File: config.mk
export PLATFORM = sky130hd
export DESIGN_NAME = syst_ws_ctrl
export DESIGN_NICKNAME = d
export VERILOG_FILES = /design/src/rtl/syst_ws_ctrl.sv
export SDC_FILE = /design/constraint.sdc
export NUM_CORES = 1
export LEC_CHECK = 0
export ABC_AREA = 1
export CAP_MARGIN = 20
export CORE_MARGIN = 5
export CORE_UTILIZATION = 35
export CTS_CLUSTER_SIZE = 10
export DETAILED_ROUTE_END_ITERATION = 16
export GPL_TIMING_DRIVEN = 0
export PLACE_DENSITY = 0.7
export REMOVE_ABC_BUFFERS = 1
export SYNTH_ARGS = -nofsm -noshare
export SYNTH_HDL_FRONTEND = slang
export SYNTH_SLANG_ARGS = --single-unit
File: constraint.sdc
create_clock -name clk_i -period 6.8 [get_ports clk_i]
set_input_delay 1.36 -clock clk_i [delete_from_list [all_inputs] [get_ports clk_i]]
set_output_delay 1.36 -clock clk_i [all_outputs]
set_load 0.005 [all_outputs]
File: src/rtl/syst_ws_ctrl.sv
`timescale 1ns/1ps
`default_nettype none
// ============================================================================
// Module   : syst_ws_ctrl
// Purpose  : Skews input vectors into a 3-input weight-stationary array and
//            realigns its two outputs into one tagged result stream per frame.
// Revision : 1.0
// ============================================================================
module syst_ws_ctrl #(
    parameter int X_W       = 8,
    parameter int Y_W       = 19,
    parameter int ARRAY_LAT = 3,
    parameter int Y2_OFS    = 1,
    parameter int CNT_W     = 16
) (
    input  logic             clk_i,
    input  logic             rst_i,
    input  logic             s_valid_i,
    output logic             s_ready_o,
    input  logic [X_W-1:0]   s_a1_i,
    input  logic [X_W-1:0]   s_a2_i,
    input  logic [X_W-1:0]   s_a3_i,
    input  logic             s_last_i,
    output logic [X_W-1:0]   x1_o,
    output logic [X_W-1:0]   x2_o,
    output logic [X_W-1:0]   x3_o,
    input  logic [Y_W-1:0]   y1_i,
    input  logic [Y_W-1:0]   y2_i,
    output logic             m_valid_o,
    output logic [Y_W-1:0]   m_y1_o,
    output logic [Y_W-1:0]   m_y2_o,
    output logic             m_last_o,
    output logic             busy_o,
    output logic             frame_done_o,
    output logic [CNT_W-1:0] vec_cnt_o
);

    localparam int TAG_D = 2 + ARRAY_LAT + Y2_OFS;

    typedef enum logic [1:0] {
        ST_IDLE  = 2'd0,
        ST_RUN   = 2'd1,
        ST_DRAIN = 2'd2
    } state_t;

    state_t           state_q, state_d;
    logic             rdy_en_q;
    logic [CNT_W-1:0] cnt_q, cnt_d;
    logic             hs;

    logic [X_W-1:0]   x1_q, a2_q, x2_q, a3_q1, a3_q2, x3_q;
    logic [TAG_D-1:0] vld_q, last_q;
    logic [Y_W-1:0]   m_y1_q, m_y2_q;
    logic [Y_W-1:0]   y1_aligned;

    // Ready stays low through reset and rises on the first edge after release.
    assign s_ready_o = rdy_en_q && (state_q != ST_DRAIN);
    assign hs        = s_valid_i && s_ready_o;

    always_comb begin
        state_d = state_q;
        case (state_q)
            ST_IDLE:  if (hs) state_d = s_last_i ? ST_DRAIN : ST_RUN;
            ST_RUN:   if (hs && s_last_i) state_d = ST_DRAIN;
            ST_DRAIN: if (frame_done_o) state_d = ST_IDLE;
            default:  state_d = ST_IDLE;
        endcase
    end

    always_comb begin
        cnt_d = cnt_q;
        if (state_q != ST_IDLE && state_d == ST_IDLE)
            cnt_d = '0;
        else if (hs && !(&cnt_q))
            cnt_d = cnt_q + CNT_W'(1);
    end

    always_ff @(posedge clk_i or posedge rst_i) begin
        if (rst_i) begin
            state_q  <= ST_IDLE;
            rdy_en_q <= 1'b0;
            cnt_q    <= '0;
        end else begin
            state_q  <= state_d;
            rdy_en_q <= 1'b1;
            cnt_q    <= cnt_d;
        end
    end

    // Lane k is delayed k cycles; slots without a handshake carry zeros.
    always_ff @(posedge clk_i or posedge rst_i) begin
        if (rst_i) begin
            x1_q  <= '0;
            a2_q  <= '0;
            x2_q  <= '0;
            a3_q1 <= '0;
            a3_q2 <= '0;
            x3_q  <= '0;
        end else begin
            x1_q  <= hs ? s_a1_i : '0;
            a2_q  <= hs ? s_a2_i : '0;
            x2_q  <= a2_q;
            a3_q1 <= hs ? s_a3_i : '0;
            a3_q2 <= a3_q1;
            x3_q  <= a3_q2;
        end
    end

    always_ff @(posedge clk_i or posedge rst_i) begin
        if (rst_i) begin
            vld_q  <= '0;
            last_q <= '0;
        end else begin
            vld_q  <= {vld_q[TAG_D-2:0], hs};
            last_q <= {last_q[TAG_D-2:0], hs && s_last_i};
        end
    end

    generate
        if (Y2_OFS == 0) begin : g_y1_pass
            assign y1_aligned = y1_i;
        end else begin : g_y1_dly
            logic [Y_W-1:0] y1_dly_q [Y2_OFS];
            always_ff @(posedge clk_i or posedge rst_i) begin
                if (rst_i) begin
                    for (int i = 0; i < Y2_OFS; i++) y1_dly_q[i] <= '0;
                end else begin
                    y1_dly_q[0] <= y1_i;
                    for (int i = 1; i < Y2_OFS; i++) y1_dly_q[i] <= y1_dly_q[i-1];
                end
            end
            assign y1_aligned = y1_dly_q[Y2_OFS-1];
        end
    endgenerate

    // The result register loads in the cycle y2 of a tagged slot is present.
    always_ff @(posedge clk_i or posedge rst_i) begin
        if (rst_i) begin
            m_y1_q <= '0;
            m_y2_q <= '0;
        end else if (vld_q[TAG_D-2]) begin
            m_y1_q <= y1_aligned;
            m_y2_q <= y2_i;
        end else begin
            m_y1_q <= '0;
            m_y2_q <= '0;
        end
    end

    assign x1_o         = x1_q;
    assign x2_o         = x2_q;
    assign x3_o         = x3_q;
    assign m_valid_o    = vld_q[TAG_D-1];
    assign m_last_o     = last_q[TAG_D-1];
    assign frame_done_o = vld_q[TAG_D-1] && last_q[TAG_D-1];
    assign m_y1_o       = m_y1_q;
    assign m_y2_o       = m_y2_q;
    assign busy_o       = (state_q != ST_IDLE);
    assign vec_cnt_o    = cnt_q;

endmodule
`default_nettype wire

## Word level (Yosys, flattened, before mapping)

Index checks and enable logic that the tools add are counted.

- Add/subtract/negate cells: 1
- Eq/ne operators: 3
- Reductions and logical operators: 12
- Muxes and demuxes: 12

Operator list:

| operator | count |
|---|---|
| $mux W19 | 2 |
| $mux W16 | 2 |
| $mux W8 | 3 |
| $add A16 B1 Y16 const B | 1 |
| $reduce_and A16 Y1 | 1 |
| $mux W2 | 4 |
| $logic_and A1 B1 Y1 | 6 |
| $pmux W2 S3 | 1 |
| $logic_not A2 Y1 | 2 |
| $reduce_bool A2 Y1 | 2 |
| $eq A2 B1 Y1 const B | 1 |
| $eq A2 B2 Y1 const B | 1 |
| $ne A2 B2 Y1 const B | 1 |
| $logic_not A1 Y1 | 1 |

- Word-level logic and storage cells: 42
- Output and inout bits: 83
- Input bits: 66
- Bits in registers: 136

## Depth between registers and ports, before layout

- Depth after elaboration: 9
- Depth in mapped cells: 10

## Worst setup path before layout

No wires, ideal clock.

- Path kind: input to register
- Start point: input port s_valid_i
- End point: register cnt_q[2], in the netlist vec_cnt_o[2]
- Setup time: 0.118 ns
- Data required time: 6.682 ns
- Buffers on the path: 1
- Stages: 6
- Slack: 4.689 ns
- Data arrival time: 1.993 ns
- Path through: nand2_2 nor2_4 nor2_8 buf_6 nand2_1 nand2_1

- Cells in the longest elaborated chain, start to end: 7

RTL lines:

| what | line | source |
|---|---|---|
| start: declaration | 18 | `input logic s_valid_i,` |
| $logic_and A1 B1 Y1 * | 58 | `assign hs = s_valid_i && s_ready_o;` |
| $logic_and A1 B1 Y1 | 64 | `ST_RUN: if (hs && s_last_i) state_d = ST_DRAIN;` |
| $mux W2 | 64 |  |
| $pmux W2 S3 | 62 | `case (state_q)` |
| $logic_not A2 Y1 | 72 | `if (state_q != ST_IDLE && state_d == ST_IDLE)` |
| $logic_and A1 B1 Y1 | 72 |  |
| $mux W16 or $reduce_bool A2 Y1 (tied branches) | -- |  |
| end signal: assignment | 86 | `cnt_q <= cnt_d;` |
| end: declaration | 48 | `logic [CNT_W-1:0] cnt_q, cnt_d;` |

Every way passes the cells marked *; elsewhere a longest branch is shown, timed or not.
A chain may end at the register's enable or synchronous reset.

## Worst setup path in the final report

- Start point: register state_q[1]
- End point: output port s_ready_o

- Cells in the longest elaborated chain, start to end: 2

RTL lines:

| what | line | source |
|---|---|---|
| start: declaration | 46 | `state_t state_q, state_d;` |
| start signal: assignment | 84 | `state_q <= state_d;` |
| $ne A2 B2 Y1 | 57 | `assign s_ready_o = rdy_en_q && (state_q != ST_DRAIN);` |
| $logic_and A1 B1 Y1 | 57 |  |
| end: declaration | 19 | `output logic s_ready_o,` |

No other way between the ends.

==> Flow_metrics.wiki <==
{| class="wikitable"
! Metric !! Value
|-
| Result of the run || completed
|-
| Placer Congestion || 0.804
|-
| Maximum net fanout on the critical path || 4
|-
| Layout-stage area growth over the synthesis result || 51.2%
|-
| Die ar. || 15600 sq um
|-
| Ys async rst share || 1.00
|-
| DRC errors left || 0
|-
| Share of the synthesized area in the top cell type || 0.738
|-
| # rows || 42
|-
| Most frequent cells in the layout || sky130_fd_sc_hd__clkdlybuf4s50_1 (148), sky130_fd_sc_hd__dfrtp_1 (136), sky130_fd_sc_hd__nand2_1 (100), sky130_fd_sc_hd__inv_1 (75), sky130_fd_sc_hd__nor2_1 (40)
|-
| Critical Path, Cell by Cell || inv_2, nor2_1, nor2_2, clkdlybuf4s50_1
|-
| Final HPWL DP || 7010 microns
|-
| Setup Total Neg Slack || 0 ps
|-
| PostCTS Resize Cnt || 0
|-
| H-tree depth || 4
|-
| Global-route wire length before repair || 16900 microns
|-
| Cell type with the largest total area after synthesis || sky130_fd_sc_hd__dfrtp_1
|-
| Setup repair after global routing missed its margin || false
|-
| Minimum setup slack among reg-to-reg paths || 4850 ps
|-
| Cell area after synthesis || 4610 sq um
|-
| Critical-path cell with the highest stage delay || sky130_fd_sc_hd__clkdlybuf4s50_1
|-
| Number of standard cells after synthesis || 413
|-
| Sinks on the clock net || 136
|-
| Leakage || 0.00359 uW
|-
| Max Clock Skew || 4.21 ps
|-
| Number of setup violations in the final report || 0
|-
| Final Util || 0.533
|-
| Total of fill cells in the finished design || 1081
|-
| Post-route minimum period || 2960 ps
|-
| End point of the worst hold path || last_q[2]
|-
| Remaining number of nets flagged by the antenna check after routing || 0
|-
| Nets || 640
|-
| Clock Latency Late Sink || 410 ps
|-
| Final count of hold timing violations || 0
|-
| Main area contributors after synthesis || sky130_fd_sc_hd__dfrtp_1 (74%), sky130_fd_sc_hd__nand2_1 (8.1%), sky130_fd_sc_hd__inv_1 (6.2%), sky130_fd_sc_hd__nor2_1 (3.3%), sky130_fd_sc_hd__nand4_1 (1.9%)
|-
| Launch instance of the worst min-delay path || last_q[1]
|-
| Initial drt markers || 274
|-
| Depth of the worst register-to-register path || 8
|-
| Die X-Extent || 125 microns
|-
| Via count of the first global-routing pass || 3315
|-
| Hold-fix buffers at CTS || 0
|-
| Mean instance size in the synthesized netlist || 11.2 sq um
|-
| Maximum clock frequency || 338 MHz
|-
| Critical path endpoint category || primary output
|-
| Tightest hold margin || 346 ps
|-
| Worst reg2reg startpoint || state_q[1]
|-
| # IOs || 149
|-
| Total iterations of the first detailed-routing run || 4
|-
| Slew @ Worst Pin || 596 ps
|-
| Required time of the worst setup path || 5440 ps
|-
| Warnings, synthesis || 0
|-
| Number of max-cap violations || 0
|-
| Register bit total from synthesis || 136
|-
| CTS root buffer || sky130_fd_sc_hd__clkbuf_16
|-
| Arrival time at the worst endpoint || 1600 ps
|-
| Commonest register cell after synthesis || sky130_fd_sc_hd__dfrtp_1
|-
| Power density of the placed cells || 318 nW/um^2
|-
| Routed length per placed instance || 13.3 microns
|-
| Die Span Y || 125 microns
|-
| Global-route total usage across every layer || 0.140
|-
| Hold Crit Depth || 0
|-
| Antenna violations before repair || 0
|-
| Number of enable-type register cells in the synthesized netlist || 0
|-
| Worst min path class || reg -> reg
|-
| Number of inserted diodes || 0
|-
| Core footprint || 13100 sq um
|-
| Portion of the post-synthesis area used by sequential elements || 0.738
|-
| Number of library cell types mapped by synthesis || 24
|-
| Vias per cell || 4.27
|-
| Buffers from clock root to sink, at most || 2
|-
| Number of buffers added on ports || 148
|-
| Pin count of the biggest net entering global routing || 78
|-
| R2r endpoint || vec_cnt_o[13]
|-
| Leading cell type in the layout, fill and taps excluded || sky130_fd_sc_hd__clkdlybuf4s50_1
|-
| Final count of pins violating max slew || 0
|-
| Slowest stage delay, CP || 550 ps
|-
| Buffers inserted by post-CTS timing repair || 0
|-
| Critical path start-end classification || reg -> out
|-
| Total global routing overflow || 0
|-
| Relative slew slack || 0.602
|-
| CTS clock-pin slew for the worst setup and hold paths || 60 ps
|-
| Worst supply voltage drop on vdd || 0.000118 V
|-
| Fraction of layout cells with a size suffix above 1 || 0.0768
|-
| TritonCTS buffer count || 17
|-
| TritonCTS clock tree || built
|-
| Final period utilization || 0.435
|-
| Number of vias after detailed routing || 3251
|-
| Drt total wl || 10100 microns
|-
| Worst Setup Start Kind || flip-flop
|-
| Starting Density || 0.352
|}
-- per-layer routing --
metal,wire length (microns),global-route usage
met1,4260,0.173
met2,4670,0.209
met3,993,0.0613
met4,193,0.0703
met5,0,0
-- flip-flops by register name (all words and copies together) (netlist names), 8 cells and up --
| name | count |
|---|---|
| a2_q | 8 |
| a3_q1 | 8 |
| a3_q2 | 8 |
| g_y1_dly.y1_dly_q | 19 |
| m_y1_o | 19 |
| m_y2_o | 19 |
| vec_cnt_o | 16 |
| x1_o | 8 |
| x2_o | 8 |
| x3_o | 8 |
-- kinds of logic (layout without fill, tap and decap cells) --
| kind of cell | after synthesis | after routing | synth area share |
|---|---|---|---|
| compound gates | 7 | 7 | 0.0106 |
| xor+xnor | 5 | 5 | 0.00949 |
| fa+ha+maj | 1 | 1 | 0.00271 |
| buf+inv | 87 | 260 | 0.0733 |
| flops | 136 | 136 | 0.738 |
| other cells | 1 | 1 | 0.000813 |
| simple gates | 176 | 176 | 0.165 |
-- per-stage QoR --
step                total power (uW)  cell area, sq um  std cells  setup slack, ps
CTS                             2250              6970        762             3790
global placement                1240              6270        728              191
floorplan                       1050              4570        404             1800
detailed placement              1260              6330        730             3640
finish                          2210              6970        762             3840
global route                    2330              6970        762             3730
-- cell type report --
cell class,instances,area (sq um),area share
flip-flops and latches,136,3400,0.488
repair buffers,150,1540,0.220
multi-input cells,190,871,0.125
clock buffers,18,429,0.0616
inverters,78,298,0.0427
well taps,176,220,0.0316
clock inverters,14,214,0.0307
-- Yosys cell counts, types with 2 or more instances --
| master | number |
|---|---|
| sky130_fd_sc_hd__nor2_1 | 40 |
| sky130_fd_sc_hd__nand3_1 | 12 |
| sky130_fd_sc_hd__nand2_1 | 100 |
| sky130_fd_sc_hd__o21bai_1 | 3 |
| sky130_fd_sc_hd__inv_2 | 2 |
| sky130_fd_sc_hd__dfrtp_1 | 136 |
| sky130_fd_sc_hd__clkbuf_1 | 7 |
| sky130_fd_sc_hd__nand2_2 | 2 |
| sky130_fd_sc_hd__nand3b_1 | 2 |
| sky130_fd_sc_hd__xor2_1 | 5 |
| sky130_fd_sc_hd__nor2_4 | 2 |
| sky130_fd_sc_hd__nor2_2 | 2 |
| sky130_fd_sc_hd__inv_1 | 76 |
| sky130_fd_sc_hd__nand4_1 | 14 |
-- where the power goes --
group	internal, uW	switching [uW]	total (uW)
logic	163	143	306
clock network	624	355	979
registers	890	40.2	930
total	1680	538	2210
-- critical path: cells and delay by family (launching register included) --
kind / cells / cell delay (ps)
flops: 1 / 380
simple gates: 2 / 170
buf+inv: 2 / 630
-- worst max-delay path by stage --
stage / start / end / slack, ps / cells after the start
final: state_q[1] / s_ready_o / 3840 / 4
after global routing: state_q[1] / s_ready_o / 3730 / 4
after floorplan: rst_i / a2_q[0] / 1800 / 1
after global placement: rst_i / m_y2_o[16] / 190 / 2
after detailed placement: s_valid_i / vec_cnt_o[2] / 3640 / 6
after CTS: state_q[1] / s_ready_o / 3790 / 4
Power figures use the tool's default switching activity.
